--- src/rtl/cp0_ctrl.sv ---
// cp0_ctrl: CP0 coprocessor controller for the five-stage MIPS core.
// Owns Status, Cause, EPC, BadVAddr, Count and Compare; arbitrates
// exceptions/interrupts at write-back and drives flush/vector/ERET targets.
// Ports:
//   clk, reset           - single clock, async active-high reset
//   exception[8:0]       - {sys, mfc0, mtc0, eret, break, ov, adel, ades, ri}
//   c0_addr, c0_wdata    - CP0 register number and MTC0 write data
//   wb_valid, wb_bd      - write-back instruction valid / in delay slot
//   wb_pc, wb_badvaddr   - write-back PC and faulting address
//   ext_int_in           - asynchronous external interrupt levels
//   c0_valid, c0_res     - MFC0 valid and read data
//   eret_flush, eret_pc  - ERET redirect and target (EPC)
//   ex_flush, ex_pc      - exception redirect and vector
//   timer_irq            - Cause.TI
module cp0_ctrl #(
  parameter int EXT_INT_W   = 6,
  parameter int COUNT_DIV   = 2,
  parameter int SYNC_STAGES = 2
) (
  input  logic                 clk,
  input  logic                 reset,
  input  logic [8:0]           exception,
  input  logic [4:0]           c0_addr,
  input  logic [31:0]          c0_wdata,
  input  logic                 wb_valid,
  input  logic                 wb_bd,
  input  logic [31:0]          wb_pc,
  input  logic [31:0]          wb_badvaddr,
  input  logic [EXT_INT_W-1:0] ext_int_in,
  output logic                 c0_valid,
  output logic [31:0]          c0_res,
  output logic                 eret_flush,
  output logic [31:0]          eret_pc,
  output logic                 ex_flush,
  output logic [31:0]          ex_pc,
  output logic                 timer_irq
);

  localparam int PW = (COUNT_DIV > 1) ? $clog2(COUNT_DIV) : 1;
  localparam logic [PW-1:0] PRESC_LAST = PW'(COUNT_DIV - 1);

  localparam logic [4:0] EXC_INT  = 5'h00;
  localparam logic [4:0] EXC_ADEL = 5'h04;
  localparam logic [4:0] EXC_ADES = 5'h05;
  localparam logic [4:0] EXC_SYS  = 5'h08;
  localparam logic [4:0] EXC_BP   = 5'h09;
  localparam logic [4:0] EXC_RI   = 5'h0a;
  localparam logic [4:0] EXC_OV   = 5'h0c;

  localparam logic [4:0] A_BADV   = 5'd8;
  localparam logic [4:0] A_COUNT  = 5'd9;
  localparam logic [4:0] A_CMP    = 5'd11;
  localparam logic [4:0] A_STATUS = 5'd12;
  localparam logic [4:0] A_CAUSE  = 5'd13;
  localparam logic [4:0] A_EPC    = 5'd14;

  logic w_op_sys, w_op_mfc0, w_op_mtc0, w_op_eret;
  logic w_op_brk, w_op_ov, w_op_adel, w_op_ades, w_op_ri;
  assign {w_op_sys, w_op_mfc0, w_op_mtc0, w_op_eret,
          w_op_brk, w_op_ov, w_op_adel, w_op_ades, w_op_ri} = exception;

  logic [7:0]           r_im;
  logic                 r_exl, r_ie, r_bd, r_ti;
  logic [4:0]           r_exc;
  logic [1:0]           r_ip_sw;
  logic [31:0]          r_epc, r_badv, r_count, r_compare;
  logic [PW-1:0]        r_presc;
  logic [EXT_INT_W-1:0] r_sync [SYNC_STAGES];

  // BEV is read-only and comes out of reset as 1, so it is a constant.
  logic w_bev;
  assign w_bev = 1'b1;

  // Hardware IP[7:2]; lines beyond EXT_INT_W read 0, IP7 also carries TI.
  logic [EXT_INT_W-1:0] w_sync_q;
  logic [5:0]           w_ext_ip;
  logic [7:0]           w_ip;
  assign w_sync_q = r_sync[SYNC_STAGES-1];

  for (genvar g = 0; g < 6; g++) begin : g_ip
    if (g < EXT_INT_W) begin : g_on
      assign w_ext_ip[g] = w_sync_q[g];
    end else begin : g_off
      assign w_ext_ip[g] = 1'b0;
    end
  end

  assign w_ip = {w_ext_ip[5] | r_ti, w_ext_ip[4:0], r_ip_sw};

  logic       w_int_pending;
  logic [4:0] w_code;
  logic       w_mtc0_we, w_cmp_wr, w_cnt_wr, w_bad_wr;

  assign w_int_pending = (|(w_ip & r_im)) & r_ie & ~r_exl;
  assign ex_flush = wb_valid & (w_int_pending | w_op_sys | w_op_brk | w_op_ov |
                                w_op_adel | w_op_ades | w_op_ri);

  always_comb begin
    w_code = EXC_ADES;
    if (w_int_pending)  w_code = EXC_INT;
    else if (w_op_adel) w_code = EXC_ADEL;
    else if (w_op_ri)   w_code = EXC_RI;
    else if (w_op_ov)   w_code = EXC_OV;
    else if (w_op_brk)  w_code = EXC_BP;
    else if (w_op_sys)  w_code = EXC_SYS;
  end

  assign w_bad_wr  = (w_code == EXC_ADEL) || (w_code == EXC_ADES);
  assign w_mtc0_we = wb_valid & w_op_mtc0 & ~ex_flush;
  assign w_cmp_wr  = w_mtc0_we && (c0_addr == A_CMP);
  assign w_cnt_wr  = w_mtc0_we && (c0_addr == A_COUNT);

  assign eret_flush = w_op_eret & wb_valid & ~ex_flush;
  assign c0_valid   = w_op_mfc0 & wb_valid;
  assign eret_pc    = r_epc;
  assign ex_pc      = w_bev ? 32'hBFC0_0380 : 32'h8000_0180;
  assign timer_irq  = r_ti;

  always_ff @(posedge clk or posedge reset) begin
    if (reset) begin
      for (int i = 0; i < SYNC_STAGES; i++) r_sync[i] <= '0;
    end else begin
      r_sync[0] <= ext_int_in;
      for (int i = 1; i < SYNC_STAGES; i++) r_sync[i] <= r_sync[i-1];
    end
  end

  // A Count load restarts the prescale period and beats a coincident wrap.
  always_ff @(posedge clk or posedge reset) begin
    if (reset) begin
      r_count <= '0;
      r_presc <= '0;
    end else if (w_cnt_wr) begin
      r_count <= c0_wdata;
      r_presc <= '0;
    end else if (r_presc == PRESC_LAST) begin
      r_count <= r_count + 32'd1;
      r_presc <= '0;
    end else begin
      r_presc <= r_presc + 1'b1;
    end
  end

  always_ff @(posedge clk or posedge reset) begin
    if (reset)                       r_ti <= 1'b0;
    else if (w_cmp_wr)               r_ti <= 1'b0;
    else if (r_count == r_compare)   r_ti <= 1'b1;
  end

  always_ff @(posedge clk or posedge reset) begin
    if (reset) begin
      r_im      <= '0;
      r_exl     <= 1'b0;
      r_ie      <= 1'b0;
      r_bd      <= 1'b0;
      r_exc     <= '0;
      r_ip_sw   <= '0;
      r_epc     <= '0;
      r_badv    <= '0;
      r_compare <= 32'hFFFF_FFFF;
    end else begin
      if (ex_flush) begin
        r_exc <= w_code;
        r_exl <= 1'b1;
        // Nested exceptions keep the original return point.
        if (!r_exl) begin
          r_epc <= wb_bd ? wb_pc - 32'd4 : wb_pc;
          r_bd  <= wb_bd;
        end
        if (w_bad_wr) r_badv <= wb_badvaddr;
      end else if (eret_flush) begin
        r_exl <= 1'b0;
      end
      if (w_mtc0_we) begin
        case (c0_addr)
          A_STATUS: begin
            r_im  <= c0_wdata[15:8];
            r_exl <= c0_wdata[1];
            r_ie  <= c0_wdata[0];
          end
          A_CAUSE: r_ip_sw   <= c0_wdata[9:8];
          A_EPC:   r_epc     <= c0_wdata;
          A_CMP:   r_compare <= c0_wdata;
          default: ;
        endcase
      end
    end
  end

  always_comb begin
    c0_res = '0;
    case (c0_addr)
      A_BADV:   c0_res = r_badv;
      A_COUNT:  c0_res = r_count;
      A_CMP:    c0_res = r_compare;
      A_STATUS: c0_res = {9'd0, w_bev, 6'd0, r_im, 6'd0, r_exl, r_ie};
      A_CAUSE:  c0_res = {r_bd, r_ti, 14'd0, w_ip, 1'b0, r_exc, 2'b00};
      A_EPC:    c0_res = r_epc;
      default:  c0_res = '0;
    endcase
  end

endmodule

--- config.mk ---
export PLATFORM = sky130hd
export DESIGN_NAME = cp0_ctrl
export DESIGN_NICKNAME = d
export VERILOG_FILES = /design/src/rtl/cp0_ctrl.sv
export SDC_FILE = /design/constraint.sdc
export NUM_CORES = 1
export LEC_CHECK = 0
export BUFFER_PORTS_ARGS = -buffer_cell sky130_fd_sc_hd__buf_2
export CAP_MARGIN = 40
export CORE_ASPECT_RATIO = 0.5
export CORE_MARGIN = 5
export CORE_UTILIZATION = 54
export CTS_CLUSTER_DIAMETER = 40
export DETAILED_ROUTE_END_ITERATION = 6
export PLACE_DENSITY = 0.91
export SLEW_MARGIN = 25
export SYNTH_ARGS = -nofsm -noshare
export SYNTH_HDL_FRONTEND = slang
export SYNTH_SLANG_ARGS = --single-unit
export TNS_END_PERCENT = 100
--- constraint.sdc ---
create_clock -name clk -period 5.9 [get_ports clk]
set_input_delay 0 -clock clk [delete_from_list [all_inputs] [get_ports clk]]
set_output_delay 0 -clock clk [all_outputs]
set_load 0.05 [all_outputs]
# Word-level counts from Yosys, hierarchy flattened
# Cells that the tools add are included.
# word_totals
output_inout_bits	100
ff_bits	160
# classes
n_addsub	3
eq_ne	9
bitwise_logic	18
n_reduce_logical	11
n_mux	22
# ops
op	count
$mux 32	7
$pmux 32 s6	1
$add 32x1->32 const B	1
$eq 32x32->1	1
$sub 32x3->32 const B	1
$eq 5x4->1 const B	6
$mux 4	5
$eq 5x3->1 const B	2
$reduce_and 2->1	5
$and 1x1->1	8
$and 8x8->8	1
$mux 1	8
$reduce_or 8->1	1
$or 1x1->1	7
$mux 5	1
$reduce_bool 2->1	2
$logic_and 1x1->1	2
$not 1->1	2
$add 1x1->1 const B	1
$logic_or 1x1->1	1

# Longest topological paths before layout
# depth
depth_word	18
depth_mapped	8
ltp_nobuf	8

# Least setup slack after synthesis
# No wires, ideal clock.
# synth_path
path_type	flip-flop to flip-flop
start	register r_ti, in the netlist timer_irq
end	register r_badv[0]
slack_ns	3.882
synth_period_minus_slack_ns	2.018
arrival_time_ns	1.890
stages_incl_launch_ff	7
required_ns	5.772
path_cell_list	dfrtp_1 -> o21ai_0 -> a31oi_1 -> nand2b_1 -> nor2_4 -> buf_4 -> mux2_1
# synth_between
elab_chain_cells	13
# synth_rtl
element	line	rtl
from (decl)	63	logic r_exl, r_ie, r_bd, r_ti;
from (signal assigned)	145	if (reset) r_ti <= 1'b0;
from (signal assigned)	146	else if (w_cmp_wr) r_ti <= 1'b0;
from (signal assigned)	147	else if (r_count == r_compare) r_ti <= 1'b1;
$or 1x1->1 *	88	assign w_ip = {w_ext_ip[5] | r_ti, w_ext_ip[4:0], r_ip_sw};
$and 8x8->8 *	94	assign w_int_pending = (|(w_ip & r_im)) & r_ie & ~r_exl;
$reduce_or 8->1 *	94	
$and 1x1->1 * (2 in series)	94	
$or 1x1->1 (4 in series)	95	assign ex_flush = wb_valid & (w_int_pending | w_op_sys | w_op_brk | w_op_ov |
$or 1x1->1 (2 in series)	96	w_op_adel | w_op_ades | w_op_ri);
$and 1x1->1	95	
$reduce_and 2->1 (no line) *	n/a	
to (signal assigned)	170	if (w_bad_wr) r_badv <= wb_badvaddr;
to (decl)	66	logic [31:0] r_epc, r_badv, r_count, r_compare;
# Every way passes the cells marked *; elsewhere a longest branch is shown, timed or not.
# A chain may end at the register's enable or synchronous reset.

# Worst setup path in the final report
# layout_path
start	register r_im[5]
end	register r_badv[7]
# layout_between
elab_chain_cells	12
# layout_rtl
element	line	rtl
from (decl)	62	logic [7:0] r_im;
from (signal assigned)	177	r_im <= c0_wdata[15:8];
$and 8x8->8 *	94	
$reduce_or 8->1 *	94	
$and 1x1->1 * (2 in series)	94	
$or 1x1->1 (4 in series)	95	
$or 1x1->1 (2 in series)	96	
$and 1x1->1	95	
$reduce_and 2->1 (no line) *	n/a	
# Marked as above.

==> reports/qor.csv <==
metric;value;unit
status;completed;
Worst VDD drop;0.000249;V
Max-Slew Margin vs Limit;0.519;
Syn Area/Cell;9.51;sq um
drt via density;6.01;
HPWL Detailed;20.3;mm
DRC;0;
min cycle time layout;2.74;ns
final instance area;11400;sq um
Cell Count, Final, Fillers Out;1430;
CTS buffer count;17;
Final Hold Fails;0;
Met3 Routed Length;3.92;mm
drt total wl;30.3;mm
Slew Limit Fails;0;
Max Clk Rate;365;MHz
actual slew at the worst max-slew pin;0.722;ns
core box area;16400;sq um
Min-Delay Startpoint;exception[8];
Pint;2.02;mW
Reg clk slew, reported paths;0.07;ns
Hold Path Class;in -> reg;
wire per inst;21.2;um
Worst Path Buf+Inv;1;
Critical Path Max Stage Delay;0.48;ns
clk_skew;0.0145;ns
Root Driver;clkbuf_16;
YS warnings;0;
die area;19600;sq um
clock share of power;0.369;
worst r2r src;r_im[5];
1st-pass router iterations;6;
Critical Path Start;r_im[5];
Worst Setup End Kind;register;
clk buf depth;2;
Power Dens Cells;267;nW/um^2
critical path class;reg -> reg;
Ports;220;
leak pwr;5.03;nW
Seq pwr share;0.431;
GP Congestion;0.958;
NetSw;1.03;mW
CTS tree;yes;
Logic pwr share;0.201;
cell row count;33;
total power;3.05;mW
DIE HEIGHT;101;um
FFs w/ async S/R, synth;1.00;
critical path's slowest cell;nor2_4;
Seq/Total Area, Yosys;0.445;
WL met1;11.9;mm
CP Data Required Time;6.21;ns
max_cap viols;0;
hold_buf cts;79;
Starting DRT DRC Count;1072;
placed instance count;1319;
register bit total from synthesis;159;
Yosys top cell area share;0.352;
WL met2;13.6;mm
Setup violations, final;0;
Worst-Skew Late Latency;0.43;ns
grt ovf;0;
delay-heaviest family, CP;simple AND/OR/NAND/NOR gates;
layout cells sized above 1;0.261;
GRT Total Usage;0.308;
Initial Util;0.551;
Final Core Density;0.698;
Critical Path, Cell by Cell;a222oi_1 > and2_1 > a31oi_1 > nand2b_1 > nor2_4 > buf_16 > mux2_1;
via count;8598;
post-route clock period utilization;0.465;
count of flip-flops with a built-in enable after synthesis;0;
Final ANT Viol Nets;0;
chip width;193;um
fin nets;1312;
Synth Instances;950;
crit path DAT;3.05;ns
largest net degree at the start of global routing;74;
Critical Path Start Type;register;
H-tree depth;4;
vias in the first global route;8446;
Setup Buffers After CTS;0;
RSZ-0062 raised after global routing;no;
Synth Flop Type;dfrtp_1;
TritonCTS Sinks;159;
Yosys cell types;60;
CP Max Fanout;17;
area grow syn2layout;26.7;%
synth top area cells;dfrtp_1, dfstp_2, nand2_1, xnor2_1, a22oi_1;
largest area contributor in the netlist;dfrtp_1;
max layer used;met4;
post-CTS sizing;0;
initial antenna violation count;0;
global-route wire length before repair;46.4;mm
Fin Setup TNS;0;ns
Area after DPL;10100;sq um
IO buf count;187;
n_diodes;0;
Post-Synthesis Cell Area;9030;sq um
switching share of power;0.338;
==> metal layers <==
layer	track usage	vias up
met1	0.407	4174
met4	0.111	0
met3	0.0985	99
met2	0.483	566
li1	-	3759
met5	0	-
==> final timing paths <==
path | endpoint | slack, ns | cells after the start
setup / recovery | r_badv[7] | 3.16 | 7
setup reg to reg | r_badv[7] | 3.16 | 7
max in group asynchronous | r_compare[5] | 4.31 | 5
min in group asynchronous | w_ext_ip[2] | 0.21 | 3
hold reg to reg | w_ext_ip[2] | 0.35 | 0
hold / removal | r_exc[0] | 0.01 | 3
==> cell usage in the layout (no fill, tap or decap), types with 6 or more instances in the layout <==
cell type	instances
a21o_1	13
buf_4	11
dfrtp_1	127
clkbuf_16	17
mux2_1	33
a211oi_1	13
nor2_1	69
nand2_1	177
nand4_1	25
inv_1	6
a222oi_1	10
buf_2	187
and3_1	10
xnor2_1	63
mux2i_1	6
o21ai_1	17
nand3_1	22
o211ai_1	6
conb_1	32
xor2_1	26
nor4_1	6
dlygate4sd3_1	79
a21oi_1	39
a22oi_1	63
mux2_2	12
inv_6	6
dfstp_2	32
nor3_1	10
nor4_2	6
==> cells in the mapped netlist, drive strengths merged (3+ instances only) <==
master	number
nand2	178
o21ai	21
a22oi	63
o211ai	6
nor4	17
nor3	14
xnor2	63
or4	4
dfrtp	127
mux2	45
or2	3
nand4	27
a21o	13
clkbuf	32
xor2	26
dfstp	32
a22o	3
and3	10
nand2b	5
nor2	73
a211oi	14
buf	57
a222oi	10
inv	7
a21oi	40
mux2i	6
nand3	22
or3	5
and2	5
==> stage by stage <==
| step | setup slack (ns) | hold slack [ns] |
|---|---|---|
| finish | 3.16 | 0.0122 |
| global route | 2.99 | 0.0364 |
| CTS | 3.16 | 0.00197 |
| detailed placement | 3.16 | 0.109 |
| global placement | 3.14 | 0.108 |
| floorplan | 1.66 | 0.0314 |
==> power groups by stage <==
stage | clock network [mW] | registers [mW] | logic (mW)
floorplan | 0 | 1.39 | 0.313
detailed placement | 0 | 1.32 | 0.557
global placement | 0 | 1.32 | 0.541
CTS | 1.12 | 1.31 | 0.606
global route | 1.18 | 1.32 | 0.652
finish | 1.12 | 1.31 | 0.612
==> worst register-to-register path: cells and delay by family (launching register included) <==
kind            cells  cell delay (ns)
compound gates      2             0.59
buf+inv             1             0.24
flops               1             0.44
mux                 1             0.36
simple gates        3             1.00
==> final cells by class <==
class                   instances  area [sq um]
clock buffers                  18           439
clock inverters                14           161
fillers                      1170          4950
inverters                       7          31.3
multi-input cells             725          4620
flip-flops and latches        159          4020
well taps                     227           284
repair buffers                280          1880
==> sequential cells by signal (all words and copies together) (netlist names), 4 cells and up <==
signal / count
w_ext_ip: 6
eret_pc: 32
r_exc: 4
r_sync: 6
r_badv: 32
r_count: 32
r_compare: 32
r_im: 8
==> cell families after synthesis <==
group / synth area share
compound gates: 0.135
xor+xnor: 0.0863
fa+ha+maj: 0.00277
buf+inv: 0.0587
flops: 0.445
mux: 0.0628
other cells: 0.000831
simple gates: 0.208
Power figures use the tool's default switching activity.
